===== src/rtl/ps2_device_bytestream.sv =====
// Device-side PS/2 engine: drives the PS/2 clock, sends device->host frames and
// receives host->device command frames with ACK, behind a byte-stream handshake.
module ps2_device_bytestream #(
    parameter int CLK_RATE   = 50000000,
    parameter int PS2_CLK_HZ = 12500,
    parameter int IDLE_US    = 50
) (
    input  logic       clk,
    input  logic       reset,
    input  logic       ps2_clk_in,
    output logic       ps2_clk_pd,
    input  logic       ps2_dat_in,
    output logic       ps2_dat_pd,
    input  logic [7:0] bs_data_in,
    input  logic       bs_data_in_valid,
    output logic       bs_data_in_consume,
    output logic [7:0] bs_data_out,
    output logic       bs_data_out_produce,
    output logic       rx_err,
    output logic       busy
);

    localparam int HALF      = CLK_RATE / (2 * PS2_CLK_HZ);
    localparam int QTR       = HALF / 2;
    localparam int IDLE_CYC  = CLK_RATE / 1000000 * IDLE_US;
    localparam int ABORT_CYC = 4;
    localparam int FLUSH_MAX = 16;
    localparam int HW        = $clog2(HALF + 1);
    localparam int IW        = $clog2(IDLE_CYC + 1);

    typedef enum logic [1:0] {S_IDLE, S_TX, S_RX, S_RX_FLUSH} state_t;

    state_t          state_q, state_d;
    logic [HW-1:0]   phase_cnt_q, phase_cnt_d;
    logic            phase_low_q, phase_low_d;
    logic [4:0]      bit_cnt_q, bit_cnt_d;
    logic [10:0]     frame_q, frame_d;
    logic [IW-1:0]   idle_cnt_q, idle_cnt_d;
    logic            clk_pd_d, dat_pd_d;
    logic [7:0]      data_out_d;
    logic            consume_d, produce_d, err_d;
    logic [1:0]      clk_sync, dat_sync;

    logic line_clk, line_dat, phase_end, mid_high, cell_end, inhibit, idle_full, parity_ok;

    always_ff @(posedge clk or negedge reset) begin
        if (!reset) begin
            clk_sync <= 2'b11;
            dat_sync <= 2'b11;
        end else begin
            clk_sync <= {clk_sync[0], ps2_clk_in};
            dat_sync <= {dat_sync[0], ps2_dat_in};
        end
    end

    assign line_clk  = clk_sync[1];
    assign line_dat  = dat_sync[1];
    assign phase_end = (phase_cnt_q == HW'(HALF - 1));
    assign mid_high  = !phase_low_q && (phase_cnt_q == HW'(QTR));
    assign cell_end  = phase_low_q && phase_end;
    // Released clock takes a few cycles to reach us through the synchroniser,
    // so a low line early in a high phase is not yet a host inhibit.
    assign inhibit   = !phase_low_q && (phase_cnt_q >= HW'(ABORT_CYC)) && !line_clk;
    assign idle_full = (idle_cnt_q >= IW'(IDLE_CYC));
    // After ten shifts: [10]=stop, [9]=parity, [8:1]=data
    assign parity_ok = ^frame_q[9:1];
    assign busy      = (state_q != S_IDLE);

    always_comb begin
        state_d     = state_q;
        phase_cnt_d = phase_cnt_q;
        phase_low_d = phase_low_q;
        bit_cnt_d   = bit_cnt_q;
        frame_d     = frame_q;
        idle_cnt_d  = '0;
        clk_pd_d    = ps2_clk_pd;
        dat_pd_d    = ps2_dat_pd;
        data_out_d  = bs_data_out;
        consume_d   = 1'b0;
        produce_d   = 1'b0;
        err_d       = 1'b0;

        if (state_q != S_IDLE) begin
            if (phase_end) begin
                phase_cnt_d = '0;
                phase_low_d = ~phase_low_q;
            end else begin
                phase_cnt_d = phase_cnt_q + HW'(1);
            end
            clk_pd_d = phase_low_d;
        end

        case (state_q)
            S_IDLE: begin
                clk_pd_d    = 1'b0;
                dat_pd_d    = 1'b0;
                phase_cnt_d = '0;
                phase_low_d = 1'b0;
                bit_cnt_d   = '0;
                if (line_clk && line_dat)
                    idle_cnt_d = idle_full ? idle_cnt_q : idle_cnt_q + IW'(1);
                if (line_clk && !line_dat) begin
                    state_d    = S_RX;
                    idle_cnt_d = '0;
                end else if (bs_data_in_valid && idle_full) begin
                    frame_d    = {1'b1, ~^bs_data_in, bs_data_in, 1'b0};
                    state_d    = S_TX;
                    idle_cnt_d = '0;
                end
            end
            S_TX: begin
                if (mid_high) dat_pd_d = ~frame_q[0];
                if (cell_end) begin
                    frame_d   = {1'b0, frame_q[10:1]};
                    bit_cnt_d = bit_cnt_q + 5'd1;
                    if (bit_cnt_q == 5'd10) begin
                        state_d   = S_IDLE;
                        consume_d = 1'b1;
                    end
                end
            end
            S_RX: begin
                if (mid_high) begin
                    if (bit_cnt_q == 5'd10) dat_pd_d = 1'b1;
                    else frame_d = {line_dat, frame_q[10:1]};
                    if (bit_cnt_q == 5'd9 && !line_dat) begin
                        state_d   = S_RX_FLUSH;
                        bit_cnt_d = '0;
                    end
                end
                if (cell_end) begin
                    bit_cnt_d = bit_cnt_q + 5'd1;
                    if (bit_cnt_q == 5'd10) begin
                        state_d = S_IDLE;
                        if (parity_ok) begin
                            data_out_d = frame_q[8:1];
                            produce_d  = 1'b1;
                        end else begin
                            err_d = 1'b1;
                        end
                    end
                end
            end
            S_RX_FLUSH: begin
                // Bad stop bit: keep clocking until the host lets go of data
                if (mid_high && line_dat) begin
                    state_d = S_IDLE;
                    err_d   = 1'b1;
                end
                if (cell_end) begin
                    bit_cnt_d = bit_cnt_q + 5'd1;
                    if (bit_cnt_q == 5'(FLUSH_MAX)) begin
                        state_d = S_IDLE;
                        err_d   = 1'b1;
                    end
                end
            end
            default: state_d = S_IDLE;
        endcase

        if (state_q != S_IDLE && inhibit) begin
            state_d    = S_IDLE;
            consume_d  = 1'b0;
            produce_d  = 1'b0;
            err_d      = 1'b0;
            data_out_d = bs_data_out;
        end
        if (state_d == S_IDLE) begin
            clk_pd_d = 1'b0;
            dat_pd_d = 1'b0;
        end
    end

    always_ff @(posedge clk or negedge reset) begin
        if (!reset) begin
            state_q             <= S_IDLE;
            phase_cnt_q         <= '0;
            phase_low_q         <= 1'b0;
            bit_cnt_q           <= '0;
            frame_q             <= '0;
            idle_cnt_q          <= '0;
            ps2_clk_pd          <= 1'b0;
            ps2_dat_pd          <= 1'b0;
            bs_data_out         <= '0;
            bs_data_in_consume  <= 1'b0;
            bs_data_out_produce <= 1'b0;
            rx_err              <= 1'b0;
        end else begin
            state_q             <= state_d;
            phase_cnt_q         <= phase_cnt_d;
            phase_low_q         <= phase_low_d;
            bit_cnt_q           <= bit_cnt_d;
            frame_q             <= frame_d;
            idle_cnt_q          <= idle_cnt_d;
            ps2_clk_pd          <= clk_pd_d;
            ps2_dat_pd          <= dat_pd_d;
            bs_data_out         <= data_out_d;
            bs_data_in_consume  <= consume_d;
            bs_data_out_produce <= produce_d;
            rx_err              <= err_d;
        end
    end

endmodule


===== config.mk =====
export PLATFORM = sky130hd
export DESIGN_NAME = ps2_device_bytestream
export DESIGN_NICKNAME = d
export VERILOG_FILES = /design/src/rtl/ps2_device_bytestream.sv
export SDC_FILE = /design/constraint.sdc
export NUM_CORES = 1
export LEC_CHECK = 0
export ABC_AREA = 1
export CORE_MARGIN = 2
export CORE_UTILIZATION = 60
export CTS_CLUSTER_DIAMETER = 40
export DETAILED_ROUTE_END_ITERATION = 8
export HOLD_SLACK_MARGIN = 0.1
export PLACE_DENSITY = 0.84
export SYNTH_ARGS = -nofsm -noshare
export SYNTH_HDL_FRONTEND = slang
export SYNTH_SLANG_ARGS = --single-unit

===== constraint.sdc =====
create_clock -name clk -period 4.6 [get_ports clk]
set_clock_uncertainty 0.05 [all_clocks]
set_input_delay 1.38 -clock clk [delete_from_list [all_inputs] [get_ports clk]]
set_output_delay 1.38 -clock clk [all_outputs]
set_load 0.01 [all_outputs]

# [After elaboration in Yosys (flattened, before gate mapping)]
# Cells that the tools add are included.
[totals] wordCells=127 out_inout_bits=14 inputBits=13 regBits=59
[classes] reduce_logical=27 eq_ne=20 n_mux=58 addsub=3 bitwise=3 order_cmp=2
[ops] op="two-way mux 11 bit" n=8
[ops] op="two-way mux 12 bit" n=5
[ops] op="one-hot mux 11 bit (3 select lines)" n=1
[ops] op="two-way mux 1 bit" n=24
[ops] op="two-way mux 2 bit" n=12
[ops] op="two-way mux 5 bit" n=4
[ops] op="!= test 3 bit (second input constant)" n=5
[ops] op="one-hot mux 5 bit (3 select lines)" n=1
[ops] op="adder 12 x 1 -> 12 bit (second input constant)" n=1
[ops] op="greater-or-equal comparator 12 bit (second input constant)" n=1
[ops] op="adder 11 x 1 -> 11 bit (second input constant)" n=1
[ops] op="equality test 11 x 10 -> 1 bit (second input constant)" n=1
[ops] op="equality test 11 bit (second input constant)" n=1
[ops] op="greater-or-equal comparator 11 x 3 -> 1 bit (second input constant)" n=1
[ops] op="equality test 5 x 4 -> 1 bit (second input constant)" n=2
[ops] op="logical AND 1 bit" n=10
[ops] op="!= test 2 bit (second input constant)" n=5
[ops] op="XOR reduction 9 bit" n=1
[ops] op="one-hot mux 2 bit (4 select lines)" n=1
[ops] op="XNOR reduction 8 bit" n=1
[ops] op="AND reduction 6 bit" n=1
[ops] op="nonzero test 3 bit" n=2
[ops] op="adder 5 x 1 -> 5 bit (second input constant)" n=1
[ops] op="equality test 5 bit (second input constant)" n=1
[ops] op="other kinds (15)" n=22

# [Longest topological paths before layout]
[depth] depth_word=11 ltp_mapped=15 depth_no_buf=15

# [Least setup slack after synthesis]
# Ideal clock, no wire load.
[synth_timing] path_type="register -> output" from="reg state_q[0]" to="out busy" arrival_ps=927 path_stages_with_launch=4 slack_ps=2243 path_cell_list="dfrtp_1 -> inv_1 -> ha_1 -> inv_2"
[synth_between] elab_chain_len=1
[synth_rtl] item="from (decl)" line="33" rtl="state_t state_q, state_d;"
[synth_rtl] item="from (signal assigned)" line="189" rtl="state_q <= state_d;"
[synth_rtl] item="nonzero test 2 bit" line="67" rtl="assign busy = (state_q != S_IDLE);"
[synth_rtl] item="to (decl)" line="20" rtl="output logic busy"
# No other way between the ends.

# [Worst setup path after layout]
[layout_timing] from="reg state_q[1]" to="out busy"
# The elaborated chain is that of the path after synthesis.

==> out/qor.yml <==
status: "finished, final reports clean"
cts_tree: "built"
power.density_mw_per_mm2: 523
grt_pass1_vias: 2739
finalNonFillerCells: 535
clkTransAtPathRegs_ps: 70
synthFlopType: "dfrtp_1"
drtIter0Drc: 193
path_buf_inv: 3
wirelength_um: 7070
setup_viol: 0
synth_nets: 450
via_count: 2863
cts-root-buf: "clkbuf_8"
cp.required_ps: 3170
fin_tns_setup_ps: 0
cts_buffers: 9
synthCells: 423
routabilityCongestion: 0.927
drc_errors: 0
max_freq_mhz: 299
fin_crit_ps: 3350
n_antenna_cell: 0
core_area_mm2: 0.00554
rsz0062_at_grt: "false"
antenna_found_initial: 0
worst-path-max-fanout: 7
yosysWarningCount: 0
slowest_delay_ps: 550
cts_resized: 0
synth_edf_count: 0
synth-seq-area-share: 0.426
die_x_um: 80.1
io_buffer_count: 26
relSlewSlack: 0.573
io-pin-count: 27
die_area_mm2: 0.00642
cpMaxStageDelayCell: "clkdlybuf4s50_1"
insertion_delay_ps: 350
row_count: 27
critPathKind: "register to output pin"
postCtsSetupBuffers: 0
place_hpwl_um: 5160
start_util: 0.628
cts_max_path_buffers: 2
ys_ff_latch: 59
async_flop_share: 1.00
drive_above_1_share: 0.153
gr-total-overflow: 0
grt_max_degree: 31
min_path_type: "register to register"
ir_worst_vdd_v: 0.000475
slew_violations: 0
wl_per_cell_um: 13.2
arrival_ps: 1920
nets: 485
cp-end-kind: "output pin"
fill_cells: 433
syn_to_final_growth_pct: 14.5
grt_pass1_wl_um: 12300
min_period_over_period: 0.728
ant_nets: 0
synth_cell_type_count: 41
h-tree-depth: 3
die_y_um: 80.1
firstDrtPassIters: 4
worstPathCellList: "inv_1, ha_1, inv_2, clkdlybuf4s50_1"
groute.usage.overall: 0.251
cts_hold_buf: 0
vias_per_cell: 5.35
place_inst: 519
critPathLaunchType: "register"
synth.avg_cell_area_um2: 8.22
syn_area_mm2: 0.00348
worst_pin_slew_ps: 641
cpLargestDelayFamily: "buffers and inverters"
finalHoldViolations: 0
cap_violations: 0
p_leak_nw: 1.86
cts_sinks: 59
[power breakdown]
group,total [mW],internal (mW),switching [mW]
clock,0.466,0.262,0.204
sequential,0.668,0.595,0.0728
combinational,0.947,0.320,0.628
total,2.08,1.18,0.905
[routing by layer]
metal / vias to the layer above / global-route usage / routed length, um
met2: 64 / 0.396 / 3310
met4: 0 / 0.129 / 187
met1: 1352 / 0.327 / 3240
met5: - / 0 / 0
met3: 20 / 0.0528 / 336
li1: 1427 / - / -
[area by class of cell]
| cell class | instances | area, um^2 | area share |
|---|---|---|---|
| Clock buffer | 11 | 141 | 0.0355 |
| Clock inverter | 5 | 52.6 | 0.0132 |
| Inverter | 59 | 226 | 0.0569 |
| Multi-Input combinational cell | 302 | 1730 | 0.434 |
| Sequential cell | 59 | 1480 | 0.372 |
| Tap cell | 72 | 90.1 | 0.0226 |
| Timing Repair Buffer | 27 | 263 | 0.0660 |
[per-stage QoR]
stage	setup WS, ps	hold slack (ps)	power, mW	cell area (um^2)	utilization
final	1250	309	2.08	3980	0.719
after global routing	1150	312	2.24	3980	0.719
after CTS	1250	311	2.09	3980	0.719
after floorplan	2240	295	1.45	3480	-
after detailed placement	1660	299	1.61	3790	0.684
after global placement	1700	298	1.57	3790	0.684
[cell usage after synthesis (2+ instances only)]
cell	number	share of area
nor2_2	3	0.0054
nor2_4	5	0.016
xnor2_1	11	0.028
nand3_4	2	0.010
nand2_2	5	0.0090
o21ai_1	10	0.014
a21oi_2	2	0.0050
nand2_1	98	0.11
nand4_1	5	0.0090
o21ai_0	13	0.019
dfstp_2	4	0.030
nor2_1	41	0.044
nand3_1	26	0.037
nor4_1	2	0.0036
inv_2	9	0.0097
nand2_4	7	0.023
nor3_1	5	0.0072
o21ai_2	9	0.023
ha_1	14	0.050
xor2_1	5	0.013
dfrtp_1	55	0.40
nand3_2	3	0.0086
inv_1	48	0.052
a21oi_1	24	0.035
[path summary, 6_finish.rpt]
path	from	to	slack, ps	cells past startpoint
max	state_q[1]$_DFF_PN0_	busy	1250	4
min	clk_sync[0]$_DFF_PN1_	clk_sync[1]$_DFF_PN1_	310	0
max reg2reg	phase_cnt_q[0]$_DFF_PN0_	bs_data_out[0]$_DFFE_PN0P_	2110	13
min reg2reg	clk_sync[0]$_DFF_PN1_	clk_sync[1]$_DFF_PN1_	310	0
max in group asynchronous	reset	dat_sync[1]$_DFF_PN1_	2650	2
min in group asynchronous	reset	idle_cnt_q[3]$_DFFE_PN0P_	1000	1
[registers in the layout, indices dropped and copies added, names as in the netlist]
name / flops
rx_err: 1
bit_cnt_q: 5
ps2_dat_pd: 1
idle_cnt_q: 12
bs_data_in_consume: 1
phase_low_q: 1
clk_sync: 2
dat_sync: 2
state_q: 2
phase_cnt_q: 11
bs_data_out: 8
bs_data_out_produce: 1
ps2_clk_pd: 1
frame_q: 11
[logic make-up (layout without fill, tap and decap cells)]
family / Yosys count / count (layout) / share of synthesized area
buffers and inverters: 62 / 102 / 0.0774
and+or+nand+nor: 205 / 205 / 0.286
adders and majority gates: 14 / 14 / 0.0504
DFF: 59 / 59 / 0.426
xor gates and xnor gates: 16 / 16 / 0.0403
AOI/OAI and AO/OA: 67 / 67 / 0.119
[cells in the final DEF (no fill, tap or decap), drive strengths merged, types with 5 or more instances in the layout]
| master | n |
|---|---|
| xor2 | 5 |
| dfrtp | 55 |
| ha | 14 |
| xnor2 | 11 |
| clkdlybuf4s50 | 25 |
| inv | 58 |
| a21oi | 26 |
| nand4 | 5 |
| o21ai | 33 |
| clkbuf | 11 |
| nand3 | 31 |
| nor3 | 6 |
| nor2 | 49 |
| nand2 | 110 |
No activity file was read; power rests on OpenSTA's default activity.
